===== config.mk =====
export PLATFORM = sky130hd
export DESIGN_NAME = iob_pcie_chnl_host
export DESIGN_NICKNAME = d
export VERILOG_FILES = /design/src/rtl/iob_pcie_chnl_host.sv
export SDC_FILE = /design/constraint.sdc
export NUM_CORES = 1
export LEC_CHECK = 0
export ABC_AREA = 1
export CAP_MARGIN = 40
export CELL_PAD_IN_SITES_DETAIL_PLACEMENT = 0
export CELL_PAD_IN_SITES_GLOBAL_PLACEMENT = 1
export CORE_ASPECT_RATIO = 1.1
export CORE_MARGIN = 5
export CORE_UTILIZATION = 28
export DETAILED_ROUTE_END_ITERATION = 10
export PLACE_DENSITY = 0.8
export SETUP_SLACK_MARGIN = 0.3
export SLEW_MARGIN = 20
export SYNTH_ARGS = -nofsm -noshare
export SYNTH_HDL_FRONTEND = slang
export SYNTH_SLANG_ARGS = --single-unit

===== constraint.sdc =====
create_clock -name clk -period 2.5 [get_ports clk]
set_input_delay 0.375 -clock clk [delete_from_list [all_inputs] [get_ports clk]]
set_output_delay 0.375 -clock clk [all_outputs]
set_load 0.01 [all_outputs]

===== src/rtl/iob_pcie_chnl_host.sv =====
// Host-side master for a RIFFA-style PCIe user channel: one RX transfer, then one TX reply per start.
// Define PCIE_HOST_TIMEOUT_EN to add a no-progress watchdog that aborts the exchange with an err pulse.
module iob_pcie_chnl_host #(
  parameter int DATA_W           = 32,
  parameter int C_PCI_DATA_WIDTH = 64,
  parameter int TIMEOUT_W        = 16
) (
  input  logic                        clk,
  input  logic                        arst_n,
  input  logic                        start,
  input  logic [DATA_W-1:0]           len,
  output logic                        busy,
  output logic                        done,
  output logic                        err,
  output logic [DATA_W-1:0]           tx_len_o,
  input  logic [C_PCI_DATA_WIDTH-1:0] src_data,
  input  logic                        src_valid,
  output logic                        src_ready,
  output logic [C_PCI_DATA_WIDTH-1:0] snk_data,
  output logic                        snk_valid,
  input  logic                        snk_ready,
  output logic                        chnl_rx,
  output logic                        chnl_rx_last,
  output logic [DATA_W-1:0]           chnl_rx_len,
  output logic [DATA_W-2:0]           chnl_rx_off,
  output logic [C_PCI_DATA_WIDTH-1:0] chnl_rx_data,
  output logic                        chnl_rx_data_valid,
  input  logic                        chnl_rx_ack,
  input  logic                        chnl_rx_data_ren,
  input  logic                        chnl_tx,
  input  logic                        chnl_tx_last,
  input  logic [DATA_W-1:0]           chnl_tx_len,
  input  logic [DATA_W-2:0]           chnl_tx_off,
  input  logic [C_PCI_DATA_WIDTH-1:0] chnl_tx_data,
  input  logic                        chnl_tx_data_valid,
  output logic                        chnl_tx_ack,
  output logic                        chnl_tx_data_ren
);

  localparam logic [DATA_W-1:0] WPB = DATA_W'(C_PCI_DATA_WIDTH / DATA_W);

  typedef enum logic [2:0] {
    S_IDLE,
    S_RX_REQ,
    S_RX_DATA,
    S_TX_WAIT,
    S_TX_DATA
  } state_t;

  state_t                        state, state_nxt;
  logic [DATA_W-1:0]             len_q, rcnt, tcnt, tx_len_q;
  logic [DATA_W-1:0]             rcnt_inc, tcnt_inc;
  logic [C_PCI_DATA_WIDTH-1:0]   snk_data_q;
  logic                          snk_valid_q, done_q, err_q;
  logic                          start_ok, rx_xfer, tx_accept, tx_xfer;
  logic                          done_nxt, err_nxt, progress;

  assign rcnt_inc = rcnt + WPB;
  assign tcnt_inc = tcnt + WPB;

`ifdef PCIE_HOST_TIMEOUT_EN
  localparam logic [TIMEOUT_W-1:0] WD_LAST = {{(TIMEOUT_W-1){1'b1}}, 1'b0};
  logic [TIMEOUT_W-1:0] wd_cnt;
  logic                 abort;
`endif

  always_comb begin
    state_nxt          = state;
    chnl_rx            = 1'b0;
    chnl_rx_len        = '0;
    chnl_rx_data       = '0;
    chnl_rx_data_valid = 1'b0;
    src_ready          = 1'b0;
    chnl_tx_ack        = 1'b0;
    chnl_tx_data_ren   = 1'b0;
    start_ok           = 1'b0;
    rx_xfer            = 1'b0;
    tx_accept          = 1'b0;
    tx_xfer            = 1'b0;
    done_nxt           = 1'b0;
    err_nxt            = 1'b0;
    progress           = 1'b0;
    case (state)
      S_IDLE: begin
        if (start) begin
          if (len == '0) begin
            err_nxt = 1'b1;
          end else begin
            start_ok  = 1'b1;
            state_nxt = S_RX_REQ;
          end
        end
      end
      S_RX_REQ: begin
        chnl_rx  = 1'b1;
        progress = chnl_rx_ack;
        if (chnl_rx_ack) state_nxt = S_RX_DATA;
      end
      S_RX_DATA: begin
        chnl_rx            = 1'b1;
        chnl_rx_data       = src_data;
        chnl_rx_data_valid = src_valid;
        src_ready          = chnl_rx_data_ren;
        rx_xfer            = src_valid & chnl_rx_data_ren;
        progress           = rx_xfer;
        if (rx_xfer && (rcnt_inc >= len_q)) state_nxt = S_TX_WAIT;
      end
      S_TX_WAIT: begin
        // The endpoint may raise chnl_tx early; it is only acknowledged here, after RX completes.
        chnl_tx_ack = chnl_tx;
        tx_accept   = chnl_tx;
        progress    = chnl_tx;
        if (chnl_tx) begin
          if (chnl_tx_len == '0) begin
            state_nxt = S_IDLE;
            done_nxt  = 1'b1;
          end else begin
            state_nxt = S_TX_DATA;
          end
        end
      end
      S_TX_DATA: begin
        // With snk_ready high the sink register drains this cycle, so it can take a new beat.
        chnl_tx_data_ren = snk_ready;
        tx_xfer          = chnl_tx_data_valid & snk_ready;
        progress         = tx_xfer;
        if (tx_xfer && (tcnt_inc >= tx_len_q)) begin
          state_nxt = S_IDLE;
          done_nxt  = 1'b1;
        end
      end
      default: state_nxt = S_IDLE;
    endcase
`ifdef PCIE_HOST_TIMEOUT_EN
    abort = (state != S_IDLE) && !progress && (wd_cnt == WD_LAST);
    if (abort) begin
      state_nxt          = S_IDLE;
      err_nxt            = 1'b1;
      done_nxt           = 1'b0;
      chnl_rx            = 1'b0;
      chnl_rx_data       = '0;
      chnl_rx_data_valid = 1'b0;
      src_ready          = 1'b0;
      chnl_tx_ack        = 1'b0;
      chnl_tx_data_ren   = 1'b0;
    end
`endif
    if (chnl_rx) chnl_rx_len = len_q;
  end

  always_ff @(posedge clk or negedge arst_n) begin
    if (!arst_n) begin
      state       <= S_IDLE;
      len_q       <= '0;
      rcnt        <= '0;
      tcnt        <= '0;
      tx_len_q    <= '0;
      snk_data_q  <= '0;
      snk_valid_q <= 1'b0;
      done_q      <= 1'b0;
      err_q       <= 1'b0;
    end else begin
      state  <= state_nxt;
      done_q <= done_nxt;
      err_q  <= err_nxt;
      if (start_ok) begin
        len_q <= len;
        rcnt  <= '0;
      end
      if (rx_xfer) rcnt <= rcnt_inc;
      if (tx_accept) begin
        tx_len_q <= chnl_tx_len;
        tcnt     <= '0;
      end
      if (tx_xfer) begin
        tcnt        <= tcnt_inc;
        snk_data_q  <= chnl_tx_data;
        snk_valid_q <= 1'b1;
      end else if (snk_ready) begin
        snk_valid_q <= 1'b0;
      end
    end
  end

`ifdef PCIE_HOST_TIMEOUT_EN
  always_ff @(posedge clk or negedge arst_n) begin
    if (!arst_n) begin
      wd_cnt <= '0;
    end else if ((state == S_IDLE) || progress || abort) begin
      wd_cnt <= '0;
    end else begin
      wd_cnt <= wd_cnt + TIMEOUT_W'(1);
    end
  end
`else
  logic unused_wd;
  assign unused_wd = ^{progress, (TIMEOUT_W > 0)};
`endif

  logic unused_in;
  assign unused_in = ^{chnl_tx_last, chnl_tx_off};

  assign busy         = (state != S_IDLE);
  assign done         = done_q;
  assign err          = err_q;
  assign tx_len_o     = tx_len_q;
  assign snk_data     = snk_data_q;
  assign snk_valid    = snk_valid_q;
  assign chnl_rx_last = chnl_rx;
  assign chnl_rx_off  = '0;

endmodule

### After elaboration in Yosys (flattened, before gate mapping)

Index checks and enable logic that the tools add are counted.

| word-level totals | value |
|---|---|
| flip-flop bits (word level) | 198 |
| input bits | 233 |
| word-level logic and storage cells | 69 |
| output and inout port bits | 233 |

| cells by class | value |
|---|---|
| add/sub/neg operators | 2 |
| magnitude comparators | 2 |
| mux-type cells | 33 |
| bitwise gates (word level) | 2 |
| eq/ne operators | 10 |
| reductions and logical operators | 11 |

Operator list:

| kind | number |
|---|---|
| 32-bit two-way mux | 5 |
| 32-bit by 2-bit adder with 32-bit output, second input constant | 2 |
| 32-bit >= comparator | 2 |
| 32-bit logical NOT | 2 |
| 64-bit two-way mux | 1 |
| 3-bit two-way mux | 7 |
| 1-bit two-way mux | 18 |
| 3-bit one-hot mux with 5 select lines | 1 |
| 2-bit != test, second input constant | 6 |
| 3-bit by 2-bit equality test with 1-bit output, second input constant | 2 |
| 6-bit AND reduction | 1 |
| 2-bit nonzero test | 3 |
| 3-bit by 1-bit equality test with 1-bit output, second input constant | 1 |
| 3-bit equality test, second input constant | 1 |
| 3-bit logical NOT | 1 |
| 3-bit nonzero test | 1 |
| 1-bit AND | 2 |
| 1-bit logical AND | 2 |
| 1-bit one-hot mux with 2 select lines | 1 |
| 2-bit OR reduction | 1 |

### Logic depth before layout (Yosys ltp)

Gate-level depths: netlist of run 1.

| logic depth | value |
|---|---|
| depth after elaboration | 6 |
| mapped depth | 25 |

### Worst setup path after synthesis of run 1

Ideal clock, no wire load.

| timing | value |
|---|---|
| path kind | register -> register |
| start point | register tcnt[1] |
| end point | register state[1] |
| period minus slack after synthesis | 2,756 ps |
| data arrival time | 2,639 ps |
| buffers on the path | 0 |
| path slack | -256 ps |
| stages on the path, launching flop included | 24 |
| path through | dfrtp_1 ha_1 nand3_2 nor2_4 nand3_2 or3_1 nor2_1 nand4_1 nand2_1 inv_1 ha_1 nand2_1 nor2_1 nand2_1 nor3_1 nand2_1 inv_1 nand2_1 nand2_1 nand2_1 nand2_1 nand3_1 nand2_1 nand2_1 |

| between the ends | value |
|---|---|
| cells in the longest elaborated chain, start to end | 5 |

RTL lines:

| element | RTL line | RTL |
|---|---|---|
| start: declaration | 51 | `logic [DATA_W-1:0] len_q, rcnt, tcnt, tx_len_q;` |
| start signal: assignment | 176 | `tcnt <= tcnt_inc;` |
| 32-bit by 2-bit adder with 32-bit output | 59 | `assign tcnt_inc = tcnt + WPB;` |
| 32-bit >= comparator | 127 | `if (tx_xfer && (tcnt_inc >= tx_len_q)) begin` |
| 1-bit logical AND | 127 |  |
| 2-bit != test (no line) | -- |  |
| 6-bit AND reduction (no line) | -- |  |
| end signal: assignment | 163 | `state <= state_nxt;` |
| end: declaration | 50 | `state_t state, state_nxt;` |

No other way between the ends.
A chain may end at the register's enable or synchronous reset.

### Worst setup path in the final report of run 1

| timing | value |
|---|---|
| start point | register rcnt[3] |
| end point | register state[1] |

| between the ends | value |
|---|---|
| cells in the longest elaborated chain, start to end | 5 |

RTL lines:

| element | RTL line | RTL |
|---|---|---|
| start: declaration | 51 |  |
| start signal: assignment | 170 | `if (rx_xfer) rcnt <= rcnt_inc;` |
| 32-bit by 2-bit adder with 32-bit output | 58 | `assign rcnt_inc = rcnt + WPB;` |
| 32-bit >= comparator | 106 | `if (rx_xfer && (rcnt_inc >= len_q)) state_nxt = S_TX_WAIT;` |
| 1-bit logical AND | 106 |  |
| 2-bit != test (no line) | -- |  |
| 6-bit AND reduction (no line) | -- |  |

No other way between the ends.

==> results of run 1 <==
## cell families (layout without fill, tap and decap cells)
family | Yosys count | in the layout | share of synthesized area, %
AO/OA/AOI/OAI | 174 | 174 | 8.04
XOR/XNOR | 34 | 34 | 2.66
adder cells (fa/ha/maj) | 64 | 64 | 6.81
buffers and inverters | 375 | 979 | 13.1
flip-flops | 196 | 196 | 41.7
other | 1 | 33 | 0.0319
AND/OR/NAND/NOR | 776 | 776 | 27.7
## final timing paths
kind	cells after the start	slack (ns)	start	end
max reg2reg	22	-0.49	rcnt[3]	state[1]
min in group asynchronous	2	0.48	arst_n	tx_len_o[9]
min reg2reg	2	0.47	snk_data[34]	snk_data[34]
max in group asynchronous	3	1.24	arst_n	snk_data[36]
min	3	0.44	chnl_tx_data[3]	snk_data[3]
max	22	-0.49	rcnt[3]	state[1]
## per-stage QoR
stage               setup TNS [ns]  area [um2]
floorplan                   -0.543       11900
global placement             -1.90       17700
detailed placement           -2.28       17700
CTS                          -1.73       18800
global route                 -2.51       20400
finish                       -1.70       20400
## per-layer routing
layer  vias up  GRT usage [%]
met2       395           35.9
met1      5946           22.5
met5         -              0
met4         0           7.87
met3        73           3.93
li1       6178              -
## cell usage after synthesis, drive strengths merged, types with 2 or more instances
master,count,area (um2)
ha,64,801
nand3,26,145
o21bai,2,15.0
a21o,3,22.5
buf,42,287
or2,6,37.5
nand2,479,1810
o21a,3,22.5
xor2,34,313
a22o,5,43.8
nand4,40,250
nor2,179,717
o21ai,110,554
and2,4,25.0
or3,2,12.5
nor3,25,145
dfrtp,196,4900
nor4,12,90.1
o22ai,21,131
inv,296,1110
a21oi,29,145
clkbuf,37,139
## area by class of cell
class                      count  area (um2)  share of cell area, %
tap                          560         701                   3.44
multi-input combinational   1079        6590                   32.3
sequential                   196        4910                   24.1
clock buffer                  17         425                   2.09
clock inverter                15         199                  0.975
timing repair buffer         651        6440                   31.6
antenna                        2        5.00                 0.0245
inverter                     296        1140                   5.57
## critical path, stage by stage (launching register included)
cell and delay [ns]:
dfrtp_1 0.45, buf_4 0.15, nand2_2 0.06, nor2_4 0.17
buf_6 0.11, nand4_1 0.15, nor2_1 0.18, xor2_1 0.22
inv_1 0.12, ha_4 0.28, nand2_2 0.04, nor2_2 0.11
nand2_1 0.07, nor2_1 0.09, nor2_1 0.04, nand2_1 0.12
nand2_1 0.08, nand2_2 0.09, nand2_2 0.08, nand2_4 0.09
nand3_2 0.05, nand2_1 0.06, nand2_1 0.06
## state kept, by name, indices dropped and copies added, names as in the netlist
signal / cells
tx_len_o: 32
state: 3
done: 1
len_q: 32
snk_valid: 1
snk_data: 64
rcnt: 31
tcnt: 31
err: 1
## power breakdown
part	switching [mW]	internal [mW]	total [mW]
clock network	1.40	1.60	3.01
registers	0.705	4.35	5.06
logic	6.03	5.67	11.7
total	8.14	11.6	19.8
## repair_timing
action	in CTS	in global routing
hold buffers	1	0
buffers inserted	28	21
pin swaps	72	98
setup endpoints to repair	107	108
gates cloned	6	7
resized for setup	565	268
endpoints found under the hold margin	60	0
==> impl_metrics.json, run 1 <==
{
  "status": "complete, but fails checks",
  "failed_checks": "negative setup slack",
  "grt_max_degree": 66,
  "timing.max_cap.violations": 0,
  "worstPathArrival_ns": 3.35,
  "wl_mm": 48.6,
  "drive_gt1_share_pct": 26.0,
  "final_common_cell": "nand2_1",
  "finalWorstSetupSlack_ns": -0.488,
  "preCtsSetupSlack_ns": -0.659,
  "ant_nets": 0,
  "slew_viol_final": 0,
  "fin_cells": 2816,
  "io_pins": 466,
  "first_global_vias": 12800,
  "die_height_um": 225,
  "dr.max_layer_used": "met4",
  "synth_edf_count": 0,
  "die_area_um2": 46200,
  "first_pass_iters": 5,
  "cts_root_buffer": "clkbuf_16",
  "syn_to_final_growth_pct": 73.5,
  "final_util_pct": 49.3,
  "tightest_slew_ns": 0.623,
  "synthDistinctLibCells": 39,
  "cp_data_required_time_ns": 2.86,
  "syn_area_um2": 11800,
  "hold_viol": 0,
  "ys.flop_type": "dfrtp_1",
  "synth-seq-cells": 196,
  "endpoint_kind": "flip-flop",
  "cp-start-kind": "flip-flop",
  "num_vias": 12600,
  "slew_headroom_pct": 58.5,
  "syn_inst": 1620,
  "numCtsBuffers": 17,
  "worstSetupPathType": "flip-flop to flip-flop",
  "clk_latency_ns": 0.47,
  "grt_pass1_wl_mm": 70.4,
  "first_iter_violations": 743,
  "syn_avg_cell_area_um2": 7.26,
  "dp_hpwl_mm": 35.7,
  "nets": 2538,
  "gp_congestion": 0.896,
  "async_flop_share_pct": 100,
  "fill_cells": 3927,
  "grt_use_total_pct": 19.7,
  "viasPerCell": 4.47,
  "hold_ws_ns": 0.436,
  "drc_errors": 0,
  "grt_overflow_total": 0,
  "fin_crit_sh_pct": 120,
  "dp.cells": 2719,
  "final_cell_mix": "nand2_1 (456), clkdlybuf4s50_1 (298), inv_1 (288)",
  "rows": 78,
  "max-clock-path-buffers": 2,
  "chipWidth_um": 205,
  "start_util_pct": 28.4,
  "antenna_found_initial": 2,
  "path_clk_slew_ns": 0.08,
  "wl_met2_mm": 25.6,
  "wl_per_cell_um": 17.2,
  "fmax_mhz": 335,
  "ys_warn_count": 0,
  "numClockSinks": 196,
  "fin_crit_ns": 2.99,
  "power.density_nw_per_um2": 969,
  "yosysSeqAreaShare_pct": 41.7,
  "rsz0062_at_grt": "yes",
  "clock_skew_ns": 0.00843,
  "wl_met1_mm": 18.7,
  "p_total_mw": 19.8,
  "setup_viol_count_final": 4,
  "cts_tree": "yes",
  "core_area_um2": 41400,
  "htreeDepth": 4,
  "p_leak_nw": 10.1,
  "hold_path_class": "input port to flip-flop",
  "numPortBuffers": 402,
  "crit_fanout": 4,
  "irDropWorstVdd_mv": 0.593,
  "wl_met3_mm": 2.68
}
Power figures use the tool's default switching activity.
==> run 2, diff against run 1 <==
--- a/config.mk
+++ b/config.mk
@@ -12,6 +12,7 @@
 export CORE_ASPECT_RATIO = 1.1
 export CORE_MARGIN = 5
 export CORE_UTILIZATION = 28
+export CTS_CLUSTER_SIZE = 30
 export DETAILED_ROUTE_END_ITERATION = 10
 export PLACE_DENSITY = 0.8
 export SETUP_SLACK_MARGIN = 0.3
==> results of run 2 <==
No change in the layout: final DEF, timing and power equal those of run 1.
==> run 3, diff against run 2 <==
--- a/config.mk
+++ b/config.mk
@@ -11,10 +11,10 @@
 export CELL_PAD_IN_SITES_GLOBAL_PLACEMENT = 1
 export CORE_ASPECT_RATIO = 1.1
 export CORE_MARGIN = 5
-export CORE_UTILIZATION = 28
+export CORE_UTILIZATION = 31
 export CTS_CLUSTER_SIZE = 30
 export DETAILED_ROUTE_END_ITERATION = 10
-export PLACE_DENSITY = 0.8
+export PLACE_DENSITY = 0.84
 export SETUP_SLACK_MARGIN = 0.3
 export SLEW_MARGIN = 20
 export SYNTH_ARGS = -nofsm -noshare
==> constraint.sdc (replaced) <==
create_clock -name clk -period 3 [get_ports clk]
set_input_delay 0.45 -clock clk [delete_from_list [all_inputs] [get_ports clk]]
set_output_delay 0.45 -clock clk [all_outputs]
set_load 0.01 [all_outputs]
==> impl_metrics.json, run 3 (synthesis gave the netlist of run 1 again) <==
{
  "numCtsBuffers": 17,
  "rows": 74,
  "p_leak_nw": 9.68,
  "dp.cells": 2548,
  "hold_viol": 0,
  "fin_cells": 2617,
  "crit_cells": 20,
  "final.setup.tns_ns": -0.102,
  "gp_congestion": 0.896,
  "final_cell_mix": "nand2_1 (461), clkdlybuf4s50_1 (303), inv_1 (290)",
  "viasPerCell": 4.60,
  "slew_viol_final": 0,
  "status": "complete, but fails checks",
  "fin_crit_sh_pct": 103,
  "wl_per_cell_um": 17.2,
  "multi_input_area_um2": 5790,
  "worstPathArrival_ns": 3.45,
  "nets": 2400,
  "first_iter_violations": 644,
  "cts.hold.buffers_added": 0,
  "fill_cells": 3701,
  "endpoint_kind": "flip-flop",
  "critPathBufInv": 11,
  "drc_errors": 0,
  "die_area_um2": 41900,
  "path_delay_family": "buffers and inverters",
  "startpoint": "tcnt[1]",
  "power.density_nw_per_um2": 767,
  "wl_mm": 45.0,
  "clk_latency_ns": 0.46,
  "rrSetupSlack_ns": -0.10,
  "start_util_pct": 31.5,
  "worstSetupPathType": "flip-flop to flip-flop",
  "largest_reg_flops": 64,
  "reg2reg_to": "tcnt[25]",
  "grt_max_degree": 82,
  "fmax_mhz": 322,
  "preCtsSetupSlack_ns": -0.118,
  "final_common_cell": "nand2_1",
  "clock_skew_ns": 0.00875,
  "syn_to_final_growth_pct": 52.1,
  "grt_pass1_wl_mm": 69.1,
  "ant_nets": 0,
  "max_stage_delay_ns": 0.42,
  "irDropWorstVdd_mv": 0.449,
  "die_height_um": 214,
  "numPortBuffers": 402,
  "ff_latch_area_um2": 4910,
  "numClockSinks": 196,
  "tightest_slew_ns": 0.724,
  "design_area_um2": 17900,
  "path_clk_slew_ns": 0.08,
  "antenna_found_initial": 10,
  "chipWidth_um": 196,
  "cts_tree": "yes",
  "crit_fanout": 4,
  "first_pass_iters": 4,
  "core_area_um2": 37300,
  "first_global_vias": 12300,
  "cts_root_buffer": "clkbuf_16",
  "htreeDepth": 4,
  "grt_use_total_pct": 21.0,
  "fin_crit_ns": 3.10,
  "setup_viol_count_final": 1,
  "io_pins": 466,
  "cpMaxStageDelayCell": "dfrtp_1",
  "dpl_cell_area_um2": 16800,
  "hold_path_class": "input port to asynchronous set/reset pin",
  "reg2regPathDepth": 20,
  "final_util_pct": 47.9,
  "finalWorstSetupSlack_ns": -0.102,
  "worstReg2RegStart": "tcnt[1]",
  "failed_checks": "negative setup slack",
  "crit_chain": "ha_4, nand3_4, nor2_4, nand3_4, or3_4, nor2_4, nand4_1, buf_4, buf_4, buf_4, buf_4, buf_4, buf_4, buf_4, buf_4, buf_4, buf_4, buf_4, nand3_1, nand2_1",
  "slew_headroom_pct": 51.7,
  "dp_hpwl_mm": 35.6,
  "worst_path_most_repeated_cell": "buf_4",
  "cp_data_required_time_ns": 3.35,
  "grt_overflow_total": 0,
  "timing.max_cap.violations": 0,
  "setup.worst_path.end": "tcnt[25]",
  "max-clock-path-buffers": 2,
  "drive_gt1_share_pct": 12.7,
  "rsz0062_at_grt": "yes",
  "cp-start-kind": "flip-flop",
  "num_vias": 12000
}
[run 3: area by class of cell]
class                      instances  share of cell area, %
sequential                       196                   27.5
inverter                         296                   6.24
timing repair buffer             513                   27.0
clock buffer                      17                   2.38
clock inverter                    15                  0.945
antenna                            7                 0.0980
tap                              494                   3.46
multi-input combinational       1079                   32.4
[run 3: layer usage]
metal	GRT usage [%]	share of wire, %	vias to the layer above	wire, um
met1	23.3	38	5672	17200
met4	5.75	2.4	6	1070
met5	0	0.10	-	46
met3	7.53	8.1	63	3660
met2	38.0	51	374	23000
li1	-	-	5911	-
[run 3: worst min-delay path by stage]
stage / startpoint / endpoint / slack [ns]
final: arst_n / len_q[11] / 0.02
after global routing: arst_n / len_q[10] / 0.07
after CTS: arst_n / len_q[11] / 0.05
after detailed placement: snk_data[56] / snk_data[56] / 0.46
after global placement: snk_data[60] / snk_data[60] / 0.45
after floorplan: arst_n / done / 0.15
[run 3: where the power goes]
group / switching, mW / internal, mW / total [mW]
Clock: 1.16 / 1.25 / 2.41
Combinational: 3.85 / 3.24 / 7.08
Sequential: 0.592 / 3.63 / 4.22
[run 3: stage by stage]
stage	hold WS [ns]	total power, mW
3_5_place_dp	0.459	11.2
4_1_cts	0.0498	13.8
6_report	0.0226	13.7
5_1_grt	0.0729	14.8
2_1_floorplan	0.154	7.46
3_3_place_gp	0.452	11.1
[run 3: worst register-to-register path, delay by kind of cell (launching register included)]
| kind | cells | cell delay [ns] |
|---|---|---|
| and+or+nand+nor | 8 | 1.03 |
| DFF | 1 | 0.42 |
| buffers and inverters | 11 | 1.36 |
| adders and majority gates | 1 | 0.17 |
[run 3: timing repair]
item / CTS / global route
resized for setup: 122 / 116
pin swaps: 15 / 17
buffers inserted: 24 / 6
endpoints found under the setup margin: 103 / 74
